## src/rtl/pipe_ctrl.sv

```systemverilog
// pipe_ctrl: stage enable/clear controller for a dual-issue pipeline.
// Arbitrates exceptions, memory stalls, divide waits, load-use hazards and
// branch flushes into per-stage enable/clear strobes. All strobes are
// combinational from the current state and current inputs.
// Optional feature macro: PIPE_CTRL_PERF_EN adds the stall_cnt/flush_cnt
// performance counters and their ports.
module pipe_ctrl (
    input  logic       clk,
    input  logic       rst,
    input  logic [4:0] d_master_rs,
    input  logic [4:0] d_master_rt,
    input  logic [4:0] d_slave_rs,
    input  logic [4:0] d_slave_rt,
    input  logic       d_slave_issue,
    input  logic       e_master_memRead,
    input  logic [4:0] e_master_reg_waddr,
    input  logic       e_slave_memtoReg,
    input  logic [4:0] e_slave_reg_waddr,
    input  logic       e_div_start,
    input  logic       div_done,
    input  logic       i_stall,
    input  logic       d_stall,
    input  logic       exception,
    input  logic       branch_flush,
    output logic       f_ena,
    output logic       d_ena,
    output logic       d_clear,
    output logic       e_ena1,
    output logic       e_clear1,
    output logic       e_ena2,
    output logic       e_clear2,
    output logic       m_ena,
    output logic       m_clear,
    output logic       w_ena,
    output logic       busy
`ifdef PIPE_CTRL_PERF_EN
    ,
    output logic [31:0] stall_cnt,
    output logic [31:0] flush_cnt
`endif
);

    typedef enum logic [1:0] {
        RUN      = 2'd0,
        DIV_WAIT = 2'd1,
        MEM_WAIT = 2'd2,
        FLUSH    = 2'd3
    } state_t;

    // Bit order: f_ena d_ena d_clear e_ena1 e_clear1 e_ena2 e_clear2 m_ena m_clear w_ena
    typedef struct packed {
        logic f_ena;
        logic d_ena;
        logic d_clear;
        logic e_ena1;
        logic e_clear1;
        logic e_ena2;
        logic e_clear2;
        logic m_ena;
        logic m_clear;
        logic w_ena;
    } ctl_t;

    // Reset: nothing advances, every stage register is cleared.
    localparam ctl_t CTL_RESET    = 10'b0010101010;
    // Memory stall: freeze the whole pipeline, no bubbles injected.
    localparam ctl_t CTL_FREEZE   = 10'b0000000000;
    // Exception/eret: keep fetching the handler, squash D, E and M.
    localparam ctl_t CTL_FLUSH    = 10'b1111111111;
    // Divide in progress: hold F/D/E, feed a bubble into M, let W retire.
    localparam ctl_t CTL_DIV_HOLD = 10'b0000000111;
    // Load-use: hold F/D, bubble both E slots, M and W keep moving.
    localparam ctl_t CTL_LOAD_USE = 10'b0001111101;
    // Normal dual-issue advance.
    localparam ctl_t CTL_NORMAL   = 10'b1101010101;

    // Normal advance; the slave E slot gets a bubble when decode single-issues.
    function automatic ctl_t ctl_normal(input logic slave_issue);
        ctl_t c;
        c          = CTL_NORMAL;
        c.e_clear2 = ~slave_issue;
        return c;
    endfunction

    // True when a nonzero E-stage destination feeds a live D-stage source.
    function automatic logic src_match(input logic [4:0] waddr,
                                       input logic [4:0] m_rs,
                                       input logic [4:0] m_rt,
                                       input logic [4:0] s_rs,
                                       input logic [4:0] s_rt,
                                       input logic       s_issue);
        logic hit;
        hit = (waddr == m_rs) || (waddr == m_rt) ||
              (s_issue && ((waddr == s_rs) || (waddr == s_rt)));
        return (waddr != 5'd0) && hit;
    endfunction

    state_t state_r;
    state_t state_nxt_s;
    logic   div_pend_r;      // a divide was in flight when MEM_WAIT was entered
    logic   div_pend_nxt_s;
    logic   done_seen_r;     // div_done observed while frozen in MEM_WAIT
    logic   done_seen_nxt_s;
    logic   mem_stall_s;
    logic   load_use_s;
    logic   run_to_div_s;
    ctl_t   run_ctl_s;
    ctl_t   ctl_s;

    assign mem_stall_s = i_stall | d_stall;

    assign load_use_s =
        (e_master_memRead && src_match(e_master_reg_waddr, d_master_rs, d_master_rt,
                                       d_slave_rs, d_slave_rt, d_slave_issue)) ||
        (e_slave_memtoReg && src_match(e_slave_reg_waddr, d_master_rs, d_master_rt,
                                       d_slave_rs, d_slave_rt, d_slave_issue));

    // RUN-state strobes for the no-stall case: divide start > load-use > branch > normal.
    always_comb begin
        run_ctl_s    = ctl_normal(d_slave_issue);
        run_to_div_s = 1'b0;
        if (e_div_start) begin
            run_ctl_s    = CTL_DIV_HOLD;
            run_to_div_s = 1'b1;
        end else if (load_use_s) begin
            run_ctl_s = CTL_LOAD_USE;
        end else if (branch_flush) begin
            run_ctl_s         = ctl_normal(d_slave_issue);
            run_ctl_s.d_clear = 1'b1;
        end else begin
            run_ctl_s = ctl_normal(d_slave_issue);
        end
    end

    // Next-state, divide bookkeeping and stage strobes; reset and exception override every state.
    always_comb begin
        ctl_s           = CTL_RESET;
        state_nxt_s     = state_r;
        div_pend_nxt_s  = div_pend_r;
        done_seen_nxt_s = done_seen_r;
        if (rst) begin
            ctl_s           = CTL_RESET;
            state_nxt_s     = RUN;
            div_pend_nxt_s  = 1'b0;
            done_seen_nxt_s = 1'b0;
        end else if (exception) begin
            ctl_s           = CTL_FLUSH;
            state_nxt_s     = FLUSH;
            div_pend_nxt_s  = 1'b0;
            done_seen_nxt_s = 1'b0;
        end else begin
            case (state_r)
                RUN: begin
                    if (mem_stall_s) begin
                        ctl_s           = CTL_FREEZE;
                        state_nxt_s     = MEM_WAIT;
                        div_pend_nxt_s  = 1'b0;
                        done_seen_nxt_s = 1'b0;
                    end else if (run_to_div_s) begin
                        ctl_s       = run_ctl_s;
                        state_nxt_s = DIV_WAIT;
                    end else begin
                        ctl_s       = run_ctl_s;
                        state_nxt_s = RUN;
                    end
                end
                DIV_WAIT: begin
                    if (mem_stall_s) begin
                        // A done arriving on the entry cycle must not be lost.
                        ctl_s           = CTL_FREEZE;
                        state_nxt_s     = MEM_WAIT;
                        div_pend_nxt_s  = 1'b1;
                        done_seen_nxt_s = div_done;
                    end else if (div_done) begin
                        ctl_s       = ctl_normal(d_slave_issue);
                        state_nxt_s = RUN;
                    end else begin
                        ctl_s       = CTL_DIV_HOLD;
                        state_nxt_s = DIV_WAIT;
                    end
                end
                MEM_WAIT: begin
                    if (mem_stall_s) begin
                        ctl_s           = CTL_FREEZE;
                        done_seen_nxt_s = done_seen_r | div_done;
                    end else if (div_pend_r && !(done_seen_r || div_done)) begin
                        ctl_s           = CTL_DIV_HOLD;
                        state_nxt_s     = DIV_WAIT;
                        div_pend_nxt_s  = 1'b0;
                        done_seen_nxt_s = 1'b0;
                    end else if (div_pend_r) begin
                        // Divide finished under the stall: let E advance now.
                        ctl_s           = ctl_normal(d_slave_issue);
                        state_nxt_s     = RUN;
                        div_pend_nxt_s  = 1'b0;
                        done_seen_nxt_s = 1'b0;
                    end else begin
                        ctl_s           = run_ctl_s;
                        state_nxt_s     = run_to_div_s ? DIV_WAIT : RUN;
                        done_seen_nxt_s = 1'b0;
                    end
                end
                FLUSH: begin
                    ctl_s       = CTL_FLUSH;
                    state_nxt_s = RUN;
                end
                default: begin
                    ctl_s       = CTL_RESET;
                    state_nxt_s = RUN;
                end
            endcase
        end
    end

    // State register and divide-tracking flags.
    always_ff @(posedge clk) begin
        state_r     <= state_nxt_s;
        div_pend_r  <= div_pend_nxt_s;
        done_seen_r <= done_seen_nxt_s;
    end

    assign f_ena    = ctl_s.f_ena;
    assign d_ena    = ctl_s.d_ena;
    assign d_clear  = ctl_s.d_clear;
    assign e_ena1   = ctl_s.e_ena1;
    assign e_clear1 = ctl_s.e_clear1;
    assign e_ena2   = ctl_s.e_ena2;
    assign e_clear2 = ctl_s.e_clear2;
    assign m_ena    = ctl_s.m_ena;
    assign m_clear  = ctl_s.m_clear;
    assign w_ena    = ctl_s.w_ena;
    assign busy     = (state_r != RUN);

`ifdef PIPE_CTRL_PERF_EN
    logic rst_q_r;

    // Previous-cycle reset, so a sustained reset can be told apart from a single pulse.
    always_ff @(posedge clk) begin
        rst_q_r <= rst;
    end

    // Counters freeze on any reset cycle and clear once reset is held a second cycle.
    always_ff @(posedge clk) begin
        if (rst) begin
            if (rst_q_r) begin
                stall_cnt <= 32'd0;
                flush_cnt <= 32'd0;
            end else begin
                stall_cnt <= stall_cnt;
                flush_cnt <= flush_cnt;
            end
        end else begin
            if (!ctl_s.f_ena) begin
                stall_cnt <= stall_cnt + 32'd1;
            end else begin
                stall_cnt <= stall_cnt;
            end
            if (exception || branch_flush) begin
                flush_cnt <= flush_cnt + 32'd1;
            end else begin
                flush_cnt <= flush_cnt;
            end
        end
    end
`endif

endmodule

```

## config.mk

```make
export PLATFORM = sky130hd
export DESIGN_NAME = pipe_ctrl
export DESIGN_NICKNAME = d
export VERILOG_FILES = /design/src/rtl/pipe_ctrl.sv
export SDC_FILE = /design/constraint.sdc
export NUM_CORES = 1
export LEC_CHECK = 0
export ABC_AREA = 1
export CAP_MARGIN = 10
export CORE_ASPECT_RATIO = 1.4
export CORE_MARGIN = 1
export CORE_UTILIZATION = 35
export DETAILED_ROUTE_END_ITERATION = 6
export MAX_ROUTING_LAYER = met4
export PLACE_DENSITY_LB_ADDON = 0.12
export SYNTH_ARGS = -nofsm -noshare
export SYNTH_HDL_FRONTEND = slang
export SYNTH_SLANG_ARGS = --single-unit
export TNS_END_PERCENT = 30
```

## constraint.sdc

```tcl
create_clock -name clk -period 2.9 [get_ports clk]
set_input_delay 0.435 -clock clk [delete_from_list [all_inputs] [get_ports clk]]
set_output_delay 0.435 -clock clk [all_outputs]
set_load 0.01 [all_outputs]
```

After elaboration in Yosys (flattened, before gate mapping) --
Cells that the tools add are included. Widths: inputs -> output; s select.
Storage, ports and cells: flip-flop bits (word level) 4, input port bits 41, output and inout bits 11
Cells by class: equal/unequal tests 15, mux-type cells 29, bitwise operators 3, reduce and logical (&&, ||, !) cells 24
Operator list (count):
- $mux 10 | 10
- $eq 5x5->1 | 8
- $pmux 10 s4 | 1
- $mux 2 | 6
- $reduce_bool 5->1 | 2
- $logic_or 1x1->1 | 8
- $mux 1 | 8
- $mux 8 | 1
- $pmux 2 s4 | 1
- $logic_and 1x1->1 | 7
- $ne 2x2->1 const B | 3
- $pmux 1 s3 | 2
- $eq 2x2->1 const B | 2
- $reduce_and 4->1 | 1
- $ne 3x3->1 const B | 1
- $reduce_and 3->1 | 1
- $reduce_bool 3->1 | 1
- $eq 2x1->1 const B | 1
- $logic_not 2->1 | 1
- $or 1x1->1 | 2
- $reduce_bool 2->1 | 1
- $reduce_or 2->1 | 1
- $logic_not 1->1 | 1
- $not 1->1 | 1

Logic depth before layout (Yosys ltp) --
Gate-level depths: netlist (run 1).
word-level depth 15, gate-level depth with buffers 15

Worst setup path before layout (run 1) --
Ideal clock, no wire load.
kind input port to output port, start point input e_slave_reg_waddr[0], end point output f_ena, arrival 1.678 ns, data required time 2.465 ns, setup slack 0.787 ns, stages on the path 13, path through buf_2 -> o21ai_1 -> clkinv_1 -> nand3_1 -> nor2_1 -> nor2_1 -> nand2_1 -> nand2_2 -> nand2_4 -> nand2_1 -> nand2_1 -> a21oi_1 -> buf_4
On the way: cells in the longest elaborated chain, start to end 15
RTL lines:
- from (decl) | RTL line 18 | input logic [4:0] e_slave_reg_waddr,
- $eq 5x5->1 | RTL line 94 | (s_issue && ((waddr == s_rs) || (waddr == s_rt)));
- $logic_or 1x1->1 | RTL line 94
- $logic_and 1x1->1 | RTL line 94
- $logic_or 1x1->1 | RTL line 93 | hit = (waddr == m_rs) || (waddr == m_rt) ||
- $logic_and 1x1->1 (*) | RTL line 95 | return (waddr != 5'd0) && hit;
- $logic_and 1x1->1 (*) | RTL line 115 | (e_slave_memtoReg && src_match(e_slave_reg_waddr, d_master_rs, d_master_rt,
- $logic_or 1x1->1 (*) | RTL line 114 | d_slave_rs, d_slave_rt, d_slave_issue)) ||
- $mux 10 (*) | RTL line 125 | end else if (load_use_s) begin
- $mux 10 (*) | RTL line 122 | if (e_div_start) begin
- $mux 10 | RTL line 191 | end else if (div_pend_r) begin
- $mux 10 | RTL line 186 | end else if (div_pend_r && !(done_seen_r || div_done)) begin
- $mux 10 | RTL line 183 | if (mem_stall_s) begin
- $pmux 10 s4 (*) | RTL line 152 | case (state_r)
- $mux 10 (*) | RTL line 146 | end else if (exception) begin
- $mux 10 (*) | RTL line 141 | if (rst) begin
- to (decl) | RTL line 25 | output logic f_ena,
Every way passes the cells marked *; elsewhere a longest branch is shown, timed or not.

Worst setup path after layout (run 1) --
start point input e_slave_reg_waddr[2], end point output f_ena
Same word-level chain as after synthesis.

==> impl_results.md, run 1 <==
- Clock share of power: 0.258
- Area growth from synthesis to layout: 55.5%
- All-Layer GR Usage: 0.215
- CTS sink count: 4
- Hold path start: done_seen_r
- First-pass GRT wire length: approximately 6100 µm
- Die H: 72.3 µm
- Syn nets: 282
- Internal Dissipation: 286 µW
- # rows: 25
- Crit path max fanout: 4
- Ranking of synthesized cells by area: nand2_1 21%, xnor2_1 11%, inv_1 11%
- Pre-Repair DR Iteration Count: 4
- Final core utilization: 0.569
- Fraction of layout cells with a size suffix above 1: 0.127
- Pwr/cell area: 238 nW/µm²
- Status: complete, no violations
- Vias in the first global route: 1581
- Worst r2r src: state_r[1]
- Routed via count: 1603
- Area after DPL: around 1900 µm²
- Post-route antenna net violation count: 0
- Critical path class: in2out
- Final hold slack: 475 ps
- Final WL: around 3600 µm
- Initial Util: 0.366
- Hold WC Path Type: reg2reg
- Crit. End Element: output pin
- Synth cell types: 30
- # port buffers: approximately 50
- Clock root buffer: clkbuf_8
- Reg2Reg Depth: 11
- Area leader, netlist: nand2_1
- Share of power burned in registers: 0.143
- Combinational share of power: 0.599
- Sw Ratio: 0.375
- Worst Path Arrival: 2200 ps
- LEAKAGE: 0.00102 µW
- HPWL Detailed: approximately 3200 µm
- Max IR drop VDD: approximately 0.23 mV
- Mapped cell area: ~1200 µm²
- Full die area: 3770 µm²
- Design Area, Final: 1920 µm²
- Post-synthesis sequential area ratio: 0.0648
- Critical Path Start: e_slave_reg_waddr[2]
- RePlAce Congestion: 0.900
- Fin. Hold Viols: 0
- ANT cells: 0
- NumNets Final: 348
- H-tree depth: 1
- Clock transition at the registers of the reported paths: 30 ps
- # IOs: 52
- Core Area: 3380 µm²
- Ys Warns: 0
- Final Cycle Share: 0.908
- TritonCTS buffer count: 3
- Clk Latency, worst-skew pair: 220 ps
- Wire per inst: about 11 µm
- Synthesized flop and latch total: 4
- Highest clock rate: 380 MHz
- WP data required: roughly 2500 ps
- Clock tree buffer depth: 2
- Mapped Cells: 235
- Grt ovf: 0
- CTS tree: done
- Startpoint types: primary input
- Largest net degree at the start of global routing: 7
- Net switching power: 171 µW
- Max-cap viol count: 0
- Initial antenna violation count: 0
- Fill cells: 352
- CTS Hold Bufs: 0
- Least-Margin Pin Slew: 440 ps
- Hold depth: 2
- RSZ-0062 raised after global routing: no
- DRT iter0 DRCs: 24
- Post-CTS Repair Setup Buffers: 0
- Avg Inst Size Synth: 5.26 µm²
- Commonest cells after routing, fill and taps aside: 69 x nand2_1, 37 x inv_1, 34 x clkdlybuf4s50_1, 25 x nor2_1, 17 x buf_4
- Die Width: 52.2 µm
- Slew HR: 0.703
- Total Neg Setup Slack: 0 ps
- Period minus WS final: approximately 2600 ps
- Skew final: 1.72 ps
- Top cell type's share of synthesized area: 0.210
- Commonest non-fill, non-tap cell in the layout: nand2_1
- Final setup fails: 0
- Avg Vias per Cell: roughly 4.7
- Max-slew violations: 0
- DR DRC count: 0
-- flip-flops by register name, indices dropped and copies added (netlist names) --
register,flops
state_r,2
div_pend_r,1
done_seen_r,1
-- cells by family after synthesis --
kind of cell,Yosys count,synth area share
xor+xnor,18,0.128
fa+ha+maj,6,0.0608
compound gates,29,0.137
flops,4,0.0648
simple gates,122,0.422
buf+inv,56,0.187
-- synthesized netlist by cell type --
library cell  instances
inv_1                37
ha_1                  6
a31oi_1               2
xor2_1                2
xnor2_1              16
nor2_1               26
nand4_1               3
nor3_1                3
nor2_4                1
a21boi_1              1
nand2_1              69
o21ai_0               6
o31ai_1               2
clkinv_1              1
nand2_4               1
a21oi_1               9
inv_2                11
a211oi_1              2
nand2_2               2
o21bai_1              1
a2111oi_0             1
buf_2                 2
o211ai_1              1
buf_4                 5
nand3_1              14
nor3_2                1
o21ai_1               4
nand3_2               1
nor4_1                1
dfxtp_1               4
-- routing by layer --
metal / routed length, µm / track usage
met5: 0 / -
met1: 1340 / 0.203
met2: 2050 / 0.434
met3: 128 / 0.0105
met4: 57 / 0.0789
-- cell type report --
class | instances | area, µm² | area share
clock buffers | 3 | 41.3 | 0.0215
inverters | 49 | 184 | 0.0958
multi-input cells | 175 | 926 | 0.482
flip-flops and latches | 4 | 80.1 | 0.0417
well taps | 40 | 50.0 | 0.0261
repair buffers | 68 | 639 | 0.333
-- worst paths after layout --
check | to | slack (ps)
worst max register to register | state_r[0] | 1160
worst min register to register | done_seen_r | 470
worst max-delay path | f_ena | 270
worst min-delay path | done_seen_r | 470
-- what timing repair did --
| item | 4_1_cts | 5_1_grt |
|---|---|---|
| gates resized for setup | 12 | 6 |
| setup endpoints to repair | 5 | 5 |
| hold endpoints to repair | 0 | 0 |
-- critical path, cell delays in order --
cell             delay [ps]
clkdlybuf4s50_1         450
buf_4                   160
xnor2_1                 120
nand3_1                 110
nor2_1                   50
nor2_1                  100
nand2_1                  70
nand2_2                 100
nand2_4                  70
nand2_1                  60
nand2_1                  50
a21oi_1                 150
dlygate4sd2_1           280
-- power groups by stage --
stage | clock (µW) | combinational [µW] | sequential (µW)
after global routing | 124 | 305 | 66.0
after CTS | 120 | 278 | 65.4
final | 118 | 274 | 65.4
after global placement | 0 | 282 | 65.8
after detailed placement | 0 | 282 | 66.1
after floorplan | 0 | 147 | 64.5
-- per-stage QoR --
| stage | instances | total power (µW) | worst slack [ps] |
|---|---|---|---|
| floorplan | 235 | 211 | 787 |
| global placement | 336 | 348 | -119 |
| detailed placement | 336 | 348 | -121 |
| CTS | 339 | 463 | 1.48 |
| global route | 339 | 496 | 22.8 |
| finish | 339 | 457 | 267 |
(Power assumes the default switching activity.)
==> run 2, diff against run 1 <==
- clock period: 2.9 -> 2.65 ns (I/O delays scaled with it)
==> impl_results.md, run 2 (same netlist as run 1, synthesis figures left out) <==
- CTS Hold Bufs: 0 (unchanged)
- Final core utilization: 0.575 (+0.00667)
- Final Cycle Share: 0.935
- Slew HR: 0.774 (+0.0705)
- Die H: 72.3 µm (unchanged)
- Vias in the first global route: 1575 (-0.38%)
- Sw Ratio: 0.380 (+0.00502)
- Area growth from synthesis to layout: 57.3%
- RSZ-0062 raised after global routing: no
- Commonest non-fill, non-tap cell in the layout: nand2_1
- Fin. Hold Viols: 0 (unchanged)
- Period minus WS final: roughly 2500 ps
- ANT cells: 0 (unchanged)
- Post-route setup slack: 173 ps (-93.7 ps)
- Post-route antenna net violation count: 0 (unchanged)
- Critical Path Max Stage Delay: 450 ps (about the same)
- Biggest regs: state_r: 2 flops, div_pend_r: 1 flops, done_seen_r: 1 flops
- Clock root buffer: clkbuf_8
- Worst Path Arrival: 2080 ps (-120 ps)
- Crit. End Element: output pin
- First-pass GRT wire length: 6180 µm (+0.78%)
- Critical path class: in2out
- Skew final: 5.25 ps (+3.52 ps)
- # IOs: 52 (unchanged)
- Net switching power: 195 µW (+14%)
- Share of power burned in registers: 0.138 (-0.005)
- Crit-path slowest cell: clkdlybuf4s50_1
- Initial antenna violation count: 0 (unchanged)
- Status: complete, no violations
- Initial Util: 0.366 (unchanged)
- Startpoint types: primary input
- HPWL Detailed: 3170 µm (-0.78%)
- Full die area: 3770 µm² (unchanged)
- Combinational share of power: 0.604 (+0.005)
- CP bufs+invs: 3 (unchanged)
- Crit path max fanout: 4 (unchanged)
- Clock tree buffer depth: 2 (unchanged)
- TritonCTS buffer count: 3 (unchanged)
- Max-slew violations: 0 (unchanged)
- LEAKAGE: 0.00101 µW (-0.31%)
- H-tree depth: 1 (unchanged)
- Final setup fails: 0 (unchanged)
- Top reg by flops: state_r
- Internal Dissipation: 318 µW (+11%)
- CTS tree: done
- # port buffers: 51 (unchanged)
- Final WL: 3590 µm (+0.39%)
- Routed via count: 1607 (+0.25%)
- Wire per inst: 10.4 µm (-1.4%)
- Post-CTS Repair Setup Buffers: 0 (unchanged)
- Hold WC Path Type: reg2reg
- NumNets Final: 354 (+1.7%)
- Largest net degree at the start of global routing: 7 (unchanged)
- DRT iter0 DRCs: 21 (-13%)
- Core Area: 3380 µm² (unchanged)
- RePlAce Congestion: 0.944 (+4.9%)
- Fraction of layout cells with a size suffix above 1: 0.167 (+0.0401)
- Clock transition at the registers of the reported paths: 30 ps (about the same)
- Number of flip-flops in the largest register: 2 (unchanged)
- Die Width: 52.2 µm (unchanged)
- DR DRC count: 0 (unchanged)
- All-Layer GR Usage: 0.215 (-0.000339)
- Highest clock rate: 404 MHz
- Commonest cells after routing, fill and taps aside: 69 x nand2_1, 37 x inv_1, 33 x clkdlybuf4s50_1, 23 x nor2_1, 23 x buf_4
- Clock share of power: 0.258 (about the same)
- CTS sink count: 4 (unchanged)
- Cell family with most CP delay: buffers and inverters
- WP data required: 2250 ps (-220 ps)
- Pre-Repair DR Iteration Count: 4 (unchanged)
- Final hold slack: 474 ps (-0.905 ps)
- Max-cap viol count: 0 (unchanged)
- # rows: 25 (unchanged)
- Pwr/cell area: 264 nW/µm² (+11%)
- Clk Latency, worst-skew pair: 220 ps (about the same)
- Worst slack, placed: -316 ps (-194 ps)
- Grt ovf: 0 (unchanged)
- Avg Vias per Cell: 4.66 (-1.5%)
- Max IR drop VDD: 0.339 mV (+48%)
- Least-Margin Pin Slew: 331 ps (-110 ps)
- Cell mode on critical path: nor2_1
- Worst path cell trace: clkdlybuf4s50_1 -> buf_4 -> xnor2_1 -> nand3_1 -> nor2_1 -> nor2_1 -> nand2_1 -> nand2_2 -> nand2_4 -> o31ai_1 -> dlygate4sd2_1
-- run 2: cell types whose count changed in the layout (fill, tap and decap cells not counted), sizes merged --
cell	delta
clkdlybuf4s50	-1
clkbuf	+4
buf	+6
dlymetal6s2s	-4
dlygate4sd2	+1
-- run 2: stage by stage --
step | std cells | total power, µW | TNS [ps] | cell area [µm²]
final | 345 | 513 | 0 | 1940
after global routing | 345 | 551 | 0 | 1940
after CTS | 345 | 514 | 0 | 1940
after detailed placement | 342 | 391 | -1420 | 1920
after global placement | 342 | 391 | -1510 | 1920
after floorplan | 235 | 231 | 0 | 1230
-- run 2: repair_timing --
| item | 4_1_cts | 5_1_grt |
|---|---|---|
| gates resized for setup | 17 | 13 |
| hold endpoints to repair | 0 | 0 |
| gates cloned | 0 | 0 |
| pin swaps | 0 | 1 |
| endpoints found under the setup margin | 7 | 5 |
-- run 2: metal layers --
layer  vias to the layer above  wire length (µm)  GRT usage  share of wire
met5                         -                 0          -              0
met3                         7               118    0.00839          0.033
met2                        50              2010      0.442           0.56
li1                        859                 -          -              -
met4                         0                77     0.0585          0.021
met1                       691              1390      0.206           0.39
-- run 2: path summary, 6_finish.rpt --
kind,from,to,slack (ps),cells past startpoint
setup / recovery,e_slave_reg_waddr[2],d_clear,170,11
hold reg to reg,done_seen_r,done_seen_r,470,2
setup reg to reg,state_r[0],done_seen_r,1000,9
hold / removal,done_seen_r,done_seen_r,470,2
-- run 2: cell type report --
cell class              instances  area (µm²)
repair buffers                 74         653
flip-flops and latches          4        80.1
fillers                       362        1440
clock buffers                   3        41.3
inverters                      49         184
well taps                      40        50.0
multi-input cells             175         935
-- run 2: tightest hold or removal path: stages, from the launching register on --
cell and delay [ps]:
dfxtp_1 300, inv_1 40, a2111oi_0 80
-- run 2: power by group through the flow --
| stage | Sequential [µW] | Combinational, µW | Clock (µW) |
|---|---|---|---|
| after floorplan | 70.5 | 161 | 0 |
| after global placement | 71.1 | 320 | 0 |
| after detailed placement | 71.4 | 320 | 0 |
| after CTS | 70.6 | 312 | 132 |
| after global routing | 71.4 | 347 | 132 |
| final | 70.8 | 310 | 133 |
